$ cat config.mk
export PLATFORM = sky130hd
export DESIGN_NAME = spi_resp_flat
export DESIGN_NICKNAME = d
export VERILOG_FILES = /design/src/rtl/spi_resp_if.sv /design/src/rtl/spi_resp.sv /design/src/flat_wrapper.sv
export SDC_FILE = /design/constraint.sdc
export NUM_CORES = 1
export LEC_CHECK = 0
export ABC_AREA = 1
export CORE_ASPECT_RATIO = 1.5
export CORE_MARGIN = 2
export CORE_UTILIZATION = 25
export CTS_BUF_LIST = sky130_fd_sc_hd__clkbuf_2 sky130_fd_sc_hd__clkbuf_4 sky130_fd_sc_hd__clkbuf_8
export DETAILED_ROUTE_END_ITERATION = 16
export GPL_TIMING_DRIVEN = 0
export PLACE_DENSITY_LB_ADDON = 0.3
export SETUP_SLACK_MARGIN = 0.05
export SLEW_MARGIN = 20
export SYNTH_ARGS = -nofsm -noshare
export SYNTH_HDL_FRONTEND = slang
export SYNTH_SLANG_ARGS = --single-unit
$ cat constraint.sdc
create_clock -name clk -period 3.8 [get_ports clk]
set_input_delay 0.76 -clock clk [delete_from_list [all_inputs] [get_ports clk]]
set_output_delay 0.76 -clock clk [all_outputs]
set_load 0.02 [all_outputs]
$ cat src/rtl/spi_resp_if.sv
`default_nettype none
// ============================================================================
// Module : spi_resp_if
// Pin and data bundle between an ADC SPI master and the spi_resp responder.
// Rev    : 1.0
// ============================================================================
interface spi_resp_if;
  logic        cs;
  logic        sclk;
  logic        mosi;
  logic        miso;
  logic [31:0] rsp_txd;
  logic [15:0] cmd_rxd;
  logic        cmd_vld;
  logic        frm_err;
  logic        busy;

  modport slave (
    input  cs, sclk, mosi, rsp_txd,
    output miso, cmd_rxd, cmd_vld, frm_err, busy
  );

  modport master (
    output cs, sclk, mosi, rsp_txd,
    input  miso, cmd_rxd, cmd_vld, frm_err, busy
  );
endinterface
`default_nettype wire

$ cat src/rtl/spi_resp.sv
`default_nettype none
// ============================================================================
// Module : spi_resp
// SPI responder: 16-bit command in, 32-bit DDR response out, oversampled in clk.
// Rev    : 1.0
// ============================================================================
module spi_resp (
  input  logic       clk,
  input  logic       rst,
  spi_resp_if.slave  bus
);

  typedef enum logic [1:0] {
    S_IDLE = 2'd0,
    S_LOAD = 2'd1,
    S_SHFT = 2'd2,
    S_DONE = 2'd3
  } state_t;

  state_t      state_q, state_d;

  logic        cs_s1_q, cs_s2_q, cs_h_q, cs_h_d;
  logic        sclk_s1_q, sclk_s2_q, sclk_h_q;
  logic        mosi_s1_q, mosi_s2_q;

  logic [31:0] rsp_q, rsp_d;
  logic [15:0] cmd_sh_q, cmd_sh_d;
  logic [4:0]  cnt_q, cnt_d;
  logic        ovf_q, ovf_d;
  logic        miso_q, miso_d;
  logic [15:0] cmd_rxd_q, cmd_rxd_d;
  logic        cmd_vld_q, cmd_vld_d;
  logic        frm_err_q, frm_err_d;
  logic        busy_q, busy_d;

  logic        cs_fall, cs_rise, sclk_rise, sclk_fall;

  assign cs_fall   =  cs_h_q   & ~cs_s2_q;
  assign cs_rise   = ~cs_h_q   &  cs_s2_q;
  assign sclk_rise = ~sclk_h_q &  sclk_s2_q;
  assign sclk_fall =  sclk_h_q & ~sclk_s2_q;

  always_comb begin
    state_d   = state_q;
    cs_h_d    = cs_s2_q;
    rsp_d     = rsp_q;
    cmd_sh_d  = cmd_sh_q;
    cnt_d     = cnt_q;
    ovf_d     = ovf_q;
    miso_d    = miso_q;
    cmd_rxd_d = cmd_rxd_q;
    cmd_vld_d = 1'b0;
    frm_err_d = 1'b0;
    busy_d    = busy_q;

    case (state_q)
      S_IDLE: begin
        miso_d = 1'b0;
        busy_d = 1'b0;
        if (cs_fall) begin
          state_d = S_LOAD;
          busy_d  = 1'b1;
        end
      end

      S_LOAD: begin
        rsp_d    = bus.rsp_txd;
        cmd_sh_d = 16'h0000;
        cnt_d    = 5'd0;
        ovf_d    = 1'b0;
        miso_d   = 1'b0;
        // A frame closed before any shifting can start is simply a zero-edge frame.
        if (cs_rise) begin
          state_d   = S_DONE;
          frm_err_d = 1'b1;
          busy_d    = 1'b0;
        end else begin
          state_d = S_SHFT;
        end
      end

      S_SHFT: begin
        // cs rise outranks any sclk edge seen in the same cycle.
        if (cs_rise) begin
          state_d = S_DONE;
          busy_d  = 1'b0;
          miso_d  = 1'b0;
          if ((cnt_q == 5'd16) && !ovf_q) begin
            cmd_rxd_d = cmd_sh_q;
            cmd_vld_d = 1'b1;
          end else begin
            frm_err_d = 1'b1;
          end
        end else if (sclk_rise) begin
          cmd_sh_d = {cmd_sh_q[14:0], mosi_s2_q};
          miso_d   = (cnt_q < 5'd16) ? rsp_q[5'd31 - cnt_q] : 1'b0;
          if (cnt_q != 5'd17) begin
            cnt_d = cnt_q + 5'd1;
          end
          if (cnt_q == 5'd16) begin
            ovf_d = 1'b1;
          end
        end else if (sclk_fall && (cnt_q >= 5'd1) && (cnt_q <= 5'd16)) begin
          miso_d = rsp_q[5'd16 - cnt_q];
        end
      end

      S_DONE: begin
        state_d = S_IDLE;
        miso_d  = 1'b0;
        busy_d  = 1'b0;
        // Freeze cs history so a fall arriving now is still seen as an edge in IDLE.
        cs_h_d  = cs_h_q;
      end

      default: begin
        state_d = S_IDLE;
        miso_d  = 1'b0;
        busy_d  = 1'b0;
      end
    endcase
  end

  always_ff @(posedge clk or negedge rst) begin
    if (!rst) begin
      // cs chain clears low so a still-low cs after reset never looks like a new frame.
      cs_s1_q   <= 1'b0;
      cs_s2_q   <= 1'b0;
      cs_h_q    <= 1'b0;
      sclk_s1_q <= 1'b0;
      sclk_s2_q <= 1'b0;
      sclk_h_q  <= 1'b0;
      mosi_s1_q <= 1'b0;
      mosi_s2_q <= 1'b0;
      state_q   <= S_IDLE;
      rsp_q     <= 32'h0000_0000;
      cmd_sh_q  <= 16'h0000;
      cnt_q     <= 5'd0;
      ovf_q     <= 1'b0;
      miso_q    <= 1'b0;
      cmd_rxd_q <= 16'h0000;
      cmd_vld_q <= 1'b0;
      frm_err_q <= 1'b0;
      busy_q    <= 1'b0;
    end else begin
      cs_s1_q   <= bus.cs;
      cs_s2_q   <= cs_s1_q;
      cs_h_q    <= cs_h_d;
      sclk_s1_q <= bus.sclk;
      sclk_s2_q <= sclk_s1_q;
      sclk_h_q  <= sclk_s2_q;
      mosi_s1_q <= bus.mosi;
      mosi_s2_q <= mosi_s1_q;
      state_q   <= state_d;
      rsp_q     <= rsp_d;
      cmd_sh_q  <= cmd_sh_d;
      cnt_q     <= cnt_d;
      ovf_q     <= ovf_d;
      miso_q    <= miso_d;
      cmd_rxd_q <= cmd_rxd_d;
      cmd_vld_q <= cmd_vld_d;
      frm_err_q <= frm_err_d;
      busy_q    <= busy_d;
    end
  end

  assign bus.miso    = miso_q;
  assign bus.cmd_rxd = cmd_rxd_q;
  assign bus.cmd_vld = cmd_vld_q;
  assign bus.frm_err = frm_err_q;
  assign bus.busy    = busy_q;

endmodule
`default_nettype wire

$ cat src/flat_wrapper.sv
// flat-port wrapper written by rule: the top's interface ports become plain ports
module spi_resp_flat 
  (clk, rst, bus_cs, bus_sclk, bus_mosi, bus_rsp_txd, bus_miso, bus_cmd_rxd, bus_cmd_vld, bus_frm_err, bus_busy);
  spi_resp_if bus_i ();
  input  logic clk;
  input  logic rst;
  input wire logic [$bits(bus_i.cs)-1:0] bus_cs;
  input wire logic [$bits(bus_i.sclk)-1:0] bus_sclk;
  input wire logic [$bits(bus_i.mosi)-1:0] bus_mosi;
  input wire logic [$bits(bus_i.rsp_txd)-1:0] bus_rsp_txd;
  output wire logic [$bits(bus_i.miso)-1:0] bus_miso;
  output wire logic [$bits(bus_i.cmd_rxd)-1:0] bus_cmd_rxd;
  output wire logic [$bits(bus_i.cmd_vld)-1:0] bus_cmd_vld;
  output wire logic [$bits(bus_i.frm_err)-1:0] bus_frm_err;
  output wire logic [$bits(bus_i.busy)-1:0] bus_busy;
  assign bus_i.cs = bus_cs;
  assign bus_i.sclk = bus_sclk;
  assign bus_i.mosi = bus_mosi;
  assign bus_i.rsp_txd = bus_rsp_txd;
  assign bus_miso = bus_i.miso;
  assign bus_cmd_rxd = bus_i.cmd_rxd;
  assign bus_cmd_vld = bus_i.cmd_vld;
  assign bus_frm_err = bus_i.frm_err;
  assign bus_busy = bus_i.busy;
  spi_resp u_core (.clk(clk), .rst(rst), .bus(bus_i));
endmodule
==> results of run 1 <==
## critical path, cell delays in order, from the launching register on
cell and delay (ns):
dfrtp_1 0.39, buf_2 0.19, inv_2 0.18, ha_1 0.24
nand2_1 0.07, nor2_1 0.10, ha_1 0.17, inv_1 0.08
or2_2 0.30, nor2_2 0.25, buf_2 0.27, nor2_1 0.06
a21oi_1 0.12
## per-stage QoR
stage               instance area, um2  setup slack, ns
finish                            4920             1.32
global route                      4920             1.09
CTS                               4920             1.28
detailed placement                4750             1.30
global placement                  4730           -0.952
floorplan                         3920             1.72
## Yosys cell counts, drive strengths merged
master | n | share of area [%]
ha | 10 | 3.2
nand4 | 2 | 0.32
o31ai | 1 | 0.19
inv | 51 | 4.9
nor3 | 2 | 0.51
clkbuf | 8 | 0.77
nor3b | 1 | 0.19
a21oi | 21 | 2.7
xor2 | 2 | 0.64
a31oi | 1 | 0.16
nand2 | 147 | 15
dfrtp | 84 | 54
o21ai | 23 | 2.9
nand3b | 1 | 0.19
nand3 | 55 | 7.0
o22ai | 15 | 2.4
nor2 | 34 | 3.8
or2 | 1 | 0.16
buf | 14 | 1.8
## routing by layer
metal | vias to the layer above | track usage [%] | wire length (um) | share of wire [%]
met5 | - | 0 | 0 | 0
met4 | 0 | 7.96 | 385 | 4.3
met1 | 1471 | 12.6 | 3630 | 40
met2 | 87 | 20.4 | 4650 | 52
met3 | 23 | 1.57 | 348 | 3.9
li1 | 1640 | - | - | -
## area by class of cell
type	count	share of cell area (%)
sequential	84	42.7
tap	203	5.16
timing repair buffer	57	11.7
buffer	22	2.06
multi-input combinational	316	31.0
clock inverter	5	0.559
inverter	51	3.89
clock buffer	11	2.95
## report_power, final
group	leakage [nW]	switching (mW)	total (mW)	internal (mW)
Combinational	1.15	0.965	1.47	0.507
Sequential	1.10	0.139	1.25	1.11
Clock	0.0923	0.304	0.562	0.258
Total	2.34	1.41	3.28	1.88
## cell families after synthesis
| group | synth area share [%] |
|---|---|
| flip-flops | 53.6 |
| AND/OR/NAND/NOR | 26.7 |
| buffers and inverters | 7.47 |
| adder cells (fa/ha/maj) | 3.19 |
| AO/OA/AOI/OAI | 8.36 |
| XOR/XNOR | 0.639 |
## sequential cells by signal, summed over array words and instances, names as in the netlist
register / cells
u_core.mosi_s1_q: 1
u_core.cs_s1_q: 1
u_core.bus.busy: 1
u_core.state_q: 2
u_core.sclk_s2_q: 1
u_core.cnt_q: 5
u_core.rsp_q: 32
u_core.bus.frm_err: 1
u_core.sclk_s1_q: 1
u_core.bus.cmd_rxd: 16
u_core.sclk_h_q: 1
u_core.cs_s2_q: 1
u_core.bus.cmd_vld: 1
u_core.bus.miso: 1
u_core.mosi_s2_q: 1
u_core.cmd_sh_q: 16
u_core.ovf_q: 1
u_core.cs_h_q: 1
## path summary, 6_finish.rpt
check,startpoint,endpoint,slack (ns),cells past startpoint
max in group asynchronous,rst,u_core.sclk_h_q,2.81,2
hold / removal,u_core.sclk_s1_q,u_core.sclk_s2_q,0.35,0
min in group asynchronous,rst,u_core.bus.cmd_rxd[0],0.37,1
setup reg to reg,u_core.cnt_q[1],u_core.bus.cmd_rxd[11],1.32,12
hold reg to reg,u_core.sclk_s1_q,u_core.sclk_s2_q,0.35,0
setup / recovery,u_core.cnt_q[1],u_core.bus.cmd_rxd[11],1.32,12
==> results.md, run 1 <==
* Placed cells at approximately 730
* Number of CTS-inserted buffers at 9
* Wire length of the first global-routing pass at between 15000 and 20000 um
* Drt first-iter violations at between 100 and 150
* Layout Utilization at 31.8%
* Worst min-delay path class: flip-flop to flip-flop
* Post-CTS setup buffer count at 0
* Final Power at roughly 3.3 mW
* Fmax achieved at about 400 MHz
* Tightest Pin Transition at 0.562 ns
* Final hold vios at 0
* Max clock buf depth at 2
* Worst-path clk slew at approximately 0.080 ns
* RSZ-0062 raised after global routing: no
* Critical Path RT at 4.08 ns
* Chip height at around 160 um
* Nets at 588
* Final worst-path cycle share at between 60% and 70%
* Critical path arrival at 2.76 ns
* Antenna violations before repair at 0
* Status: finished clean
* Leak Pwr at 2.34 nW
* Clock latency on the worst-skew pair at 0.36 ns
* Fin cells at around 750
* Tmin final at ~2.5 ns
* Die X at approximately 110 um
* Sequential area share after synthesis at 53.6%
* Largest net degree at the start of global routing at 45
* Clock sink count at 84
* Synthesized flop and latch total at 84
* Total GRT Usage at ~11%
* Placeable Area at between 15000 and 20000 um2
* # rows at between 50 and 60
* Worst hold slack at between 0.3 and 0.4 ns
* Setup TNS at 0 ns
* Critical path endpoint category: flip-flop
* FF+latch area at ~2100 um2
* Global route overflow at 0
* Wire per inst at approximately 12 um
* Root Buffer: clkbuf_8
* CTS tree: built
* Die area at about 17000 um2
* Post-Syn Instances at about 470
* DR vias at roughly 3200
* Initial core utilization at 25.3%
* CTS H-tree depth at 3
* Relative slew slack at between 60 and 70%
* PortBufs at between 50 and 60
* Max-slew violation count at 0
* CP Launch Type: flip-flop
* Post-synth net total at 520
* Vias in the first global route at between 3000 and 4000
* CTS resizes at 0
* Warnings from Yosys at 0
* Hold Buf Count CTS at 0
* # IOs at 57
* Syn_area_per_cell at roughly 8.3 um2
* DR DRC count at 0
* Via/cell ratio at around 4.3
* Synth cell types at 28
* CP Class: flip-flop to flip-flop
* Routed wire length at 9010 um
* Fraction of layout cells with a size suffix above 1 at 8.42%
* Area growth from synthesis to layout at 25.6%
* Commonest non-fill, non-tap cell in the layout: nand2_1
* Setup Skew at between 0.006 and 0.007 ns
* Gpl congestion at 0.854
* Max cap viols at 0
* Area of the multi-input gates at about 1500 um2
* Commonest non-fill, non-tap cells in the layout: nand2_1, dfrtp_1, nand3_1, clkdlybuf4s50_1, inv_1
* CP max FO at 10
* VDD IR max at roughly 230 uV
* Fillers at between 1500 and 2000
* First drt pass iteration count at 4
* Hpwl dp at a little over 7000 um
* Post-Syn Area at 3920 um2
* P per Cell Area at ~670 nW/um2
* Post-DRT Antenna Nets at 0
* Setup violators final at 0
* Ant diodes at 0
Note: power is estimated with default switching activity, not from simulation.
==> run 2: changes to the inputs <==
==> constraint.sdc (replaced) <==
create_clock -name clk -period 2.1 [get_ports clk]
set_input_delay 0.42 -clock clk [delete_from_list [all_inputs] [get_ports clk]]
set_output_delay 0.42 -clock clk [all_outputs]
set_load 0.02 [all_outputs]
==> run 2 against run 1 <==
  * Non-clock buffer count up 15
  * Sequential cell count unchanged
  * Die area unchanged
  * Highest routed layer unchanged
==> results.md, run 2 (same netlist as run 1, synthesis figures left out) <==
* Slowest stage cell, crit path: dfrtp_1
* Setup violators final at 0 (unchanged)
* Leak Pwr at 2.46 nW (+5.2%)
* Max cap viols at 0 (unchanged)
* PortBufs at 56 (unchanged)
* Die X at 106 um (unchanged)
* Routed wire length at 9660 um (+7.2%)
* DR DRC count at 0 (unchanged)
* Number of CTS-inserted buffers at 9 (unchanged)
* CP Launch Type: flip-flop
* Worst path cell trace: buf_6, inv_4, ha_4, nand2_2, nor2_2, ha_2, inv_2, or2_4, nor2_4, buf_6, nor2_1, a21oi_1
* Clock latency on the worst-skew pair at 0.37 ns (about the same)
* Final hold vios at 0 (unchanged)
* VDD IR max at 438 uV (+95%)
* Commonest non-fill, non-tap cell in the layout: nand2_1
* Wire length of the first global-routing pass at 15900 um (+4.2%)
* GRT met2 Usage at 21.9% (+1.6 points)
* Final worst-path cycle share at 97.7% (+32 points)
* Status: finished clean
* P per Cell Area at 1250 nW/um2 (+87%)
* Clock sink count at 84 (unchanged)
* Fraction of layout cells with a size suffix above 1 at 14.6% (+6.2 points)
* Die area at 16700 um2 (unchanged)
* Chip height at 157 um (unchanged)
* # IOs at 57 (unchanged)
* Fin cells at 764 (+2.0%)
* CP max FO at 7 (-3)
* Fmax achieved at 487 MHz (+21%)
* GR met1 Demand/Resource at 13.4% (+0.80 points)
* Max reg flops at 32 (unchanged)
* Critical path arrival at 2.34 ns (-0.42 ns)
* Placed cells at 733 (unchanged)
* Nets at 603 (+2.6%)
* Via/cell ratio at 4.37 (+1.5%)
* Initial core utilization at 25.3% (unchanged)
* Largest net degree at the start of global routing at 56 (+24%)
* Total GRT Usage at 12.1% (+0.57 points)
* Post-DRT Antenna Nets at 0 (unchanged)
* RSZ-0062 raised after global routing: yes
* Antenna violations before repair at 0 (unchanged)
* Root Buffer: clkbuf_8
* GR Util met3 at 1.57% (unchanged)
* Drt first-iter violations at 122 (+6.1%)
* DR vias at 3335 (+3.5%)
* Max-slew violation count at 0 (unchanged)
* Largest reg by FF count: u_core.rsp_q
* Hpwl dp at 7100 um (+0.93%)
* Setup Skew at 0.0134 ns (+0.00673 ns)
* Tightest Pin Transition at 0.577 ns (+0.0144 ns)
* Area growth from synthesis to layout at 33.5%
* Vias in the first global route at 3372 (+1.3%)
* First drt pass iteration count at 4 (unchanged)
* Global route overflow at 0 (unchanged)
* Placeable Area at 15500 um2 (unchanged)
* Gpl congestion at 0.855 (+0.21%)
* CTS H-tree depth at 3 (unchanged)
* CP max stage delay at 0.40 ns (about the same)
* CP most frequent cell: buf_6
* GR peak layer: met2
* CP Class: flip-flop to flip-flop
* Ant diodes at 0 (unchanged)
* CTS tree: built
* Worst min-delay path class: flip-flop to flip-flop
* Commonest non-fill, non-tap cells in the layout: nand2_1, dfrtp_1, clkdlybuf4s50_1
* Final Power at 6.52 mW (+99%)
* Tmin final at 2.05 ns (-0.427 ns)
* Max clock buf depth at 2 (unchanged)
* Wire per inst at 12.6 um (+5.1%)
* # rows at 56 (unchanged)
* Relative slew slack at 61.5% (-0.96 points)
* Worst-path clk slew at 0.08 ns (about the same)
* Worst hold slack at 0.358 ns (+0.00415 ns)
* Critical path endpoint category: flip-flop
* Critical Path RT at 2.39 ns (-1.69 ns)
## run 2: layout make-up
class                      count  area (um2)
sequential                    84        2100
tap                          203         254
clock inverter                 5        83.8
inverter                      51         194
buffer                        22         133
fill                        1645       10300
timing repair buffer          72         708
multi-input combinational    316        1610
clock buffer                  11         145
## run 2: path summary, 6_finish.rpt
check,startpoint,to,slack (ns),cells after the start
hold reg to reg,u_core.cs_s1_q,u_core.cs_s2_q,0.36,0
setup reg to reg,u_core.cnt_q[1],u_core.bus.cmd_rxd[0],0.05,12
hold / removal,u_core.cs_s1_q,u_core.cs_s2_q,0.36,0
min in group asynchronous,rst,u_core.cnt_q[2],0.54,2
setup / recovery,u_core.cnt_q[1],u_core.bus.cmd_rxd[0],0.05,12
max in group asynchronous,rst,u_core.state_q[1],0.96,3
## run 2: per-stage QoR
stage / TNS (ns) / util (%) / area, um2 / worst slack (ns)
floorplan: 0 / - / 3930 / 0.0809
global placement: -198.31 / 30.7 / 4750 / -2.33
detailed placement: -3.46 / 30.8 / 4770 / -0.236
CTS: 0 / 32.8 / 5080 / 0.0574
global route: -0.417 / 33.8 / 5230 / -0.0444
finish: 0 / 33.8 / 5230 / 0.0477
## run 2: repair_timing
action | 4_1_cts | 5_1_grt
pin swaps | 1 | 5
hold buffers | 1 | 0
resized for setup | 11 | 27
gates cloned | 2 | 0
hold endpoints to repair | 29 | 0
buffers inserted | 4 | 8
endpoints found under the setup margin | 17 | 29
## run 2: power by group
group / switching (mW) / internal, mW
registers: 0.251 / 2.01
clock network: 0.596 / 0.720
logic: 1.87 / 1.07
total: 2.72 / 3.81
## run 2: layer usage
metal / wire (um) / vias to the layer above
li1: - / 1678
met1: 3850 / 1543
met2: 5100 / 99
met3: 411 / 15
met4: 299 / 0
met5: 0 / -
## run 2: worst max-delay path, delay by kind of cell (launching register included)
family | cells | cell delay, ns
AO/OA/AOI/OAI | 1 | 0.10
buffers and inverters | 4 | 0.44
flip-flops | 1 | 0.40
AND/OR/NAND/NOR | 5 | 0.71
adder cells (fa/ha/maj) | 2 | 0.31
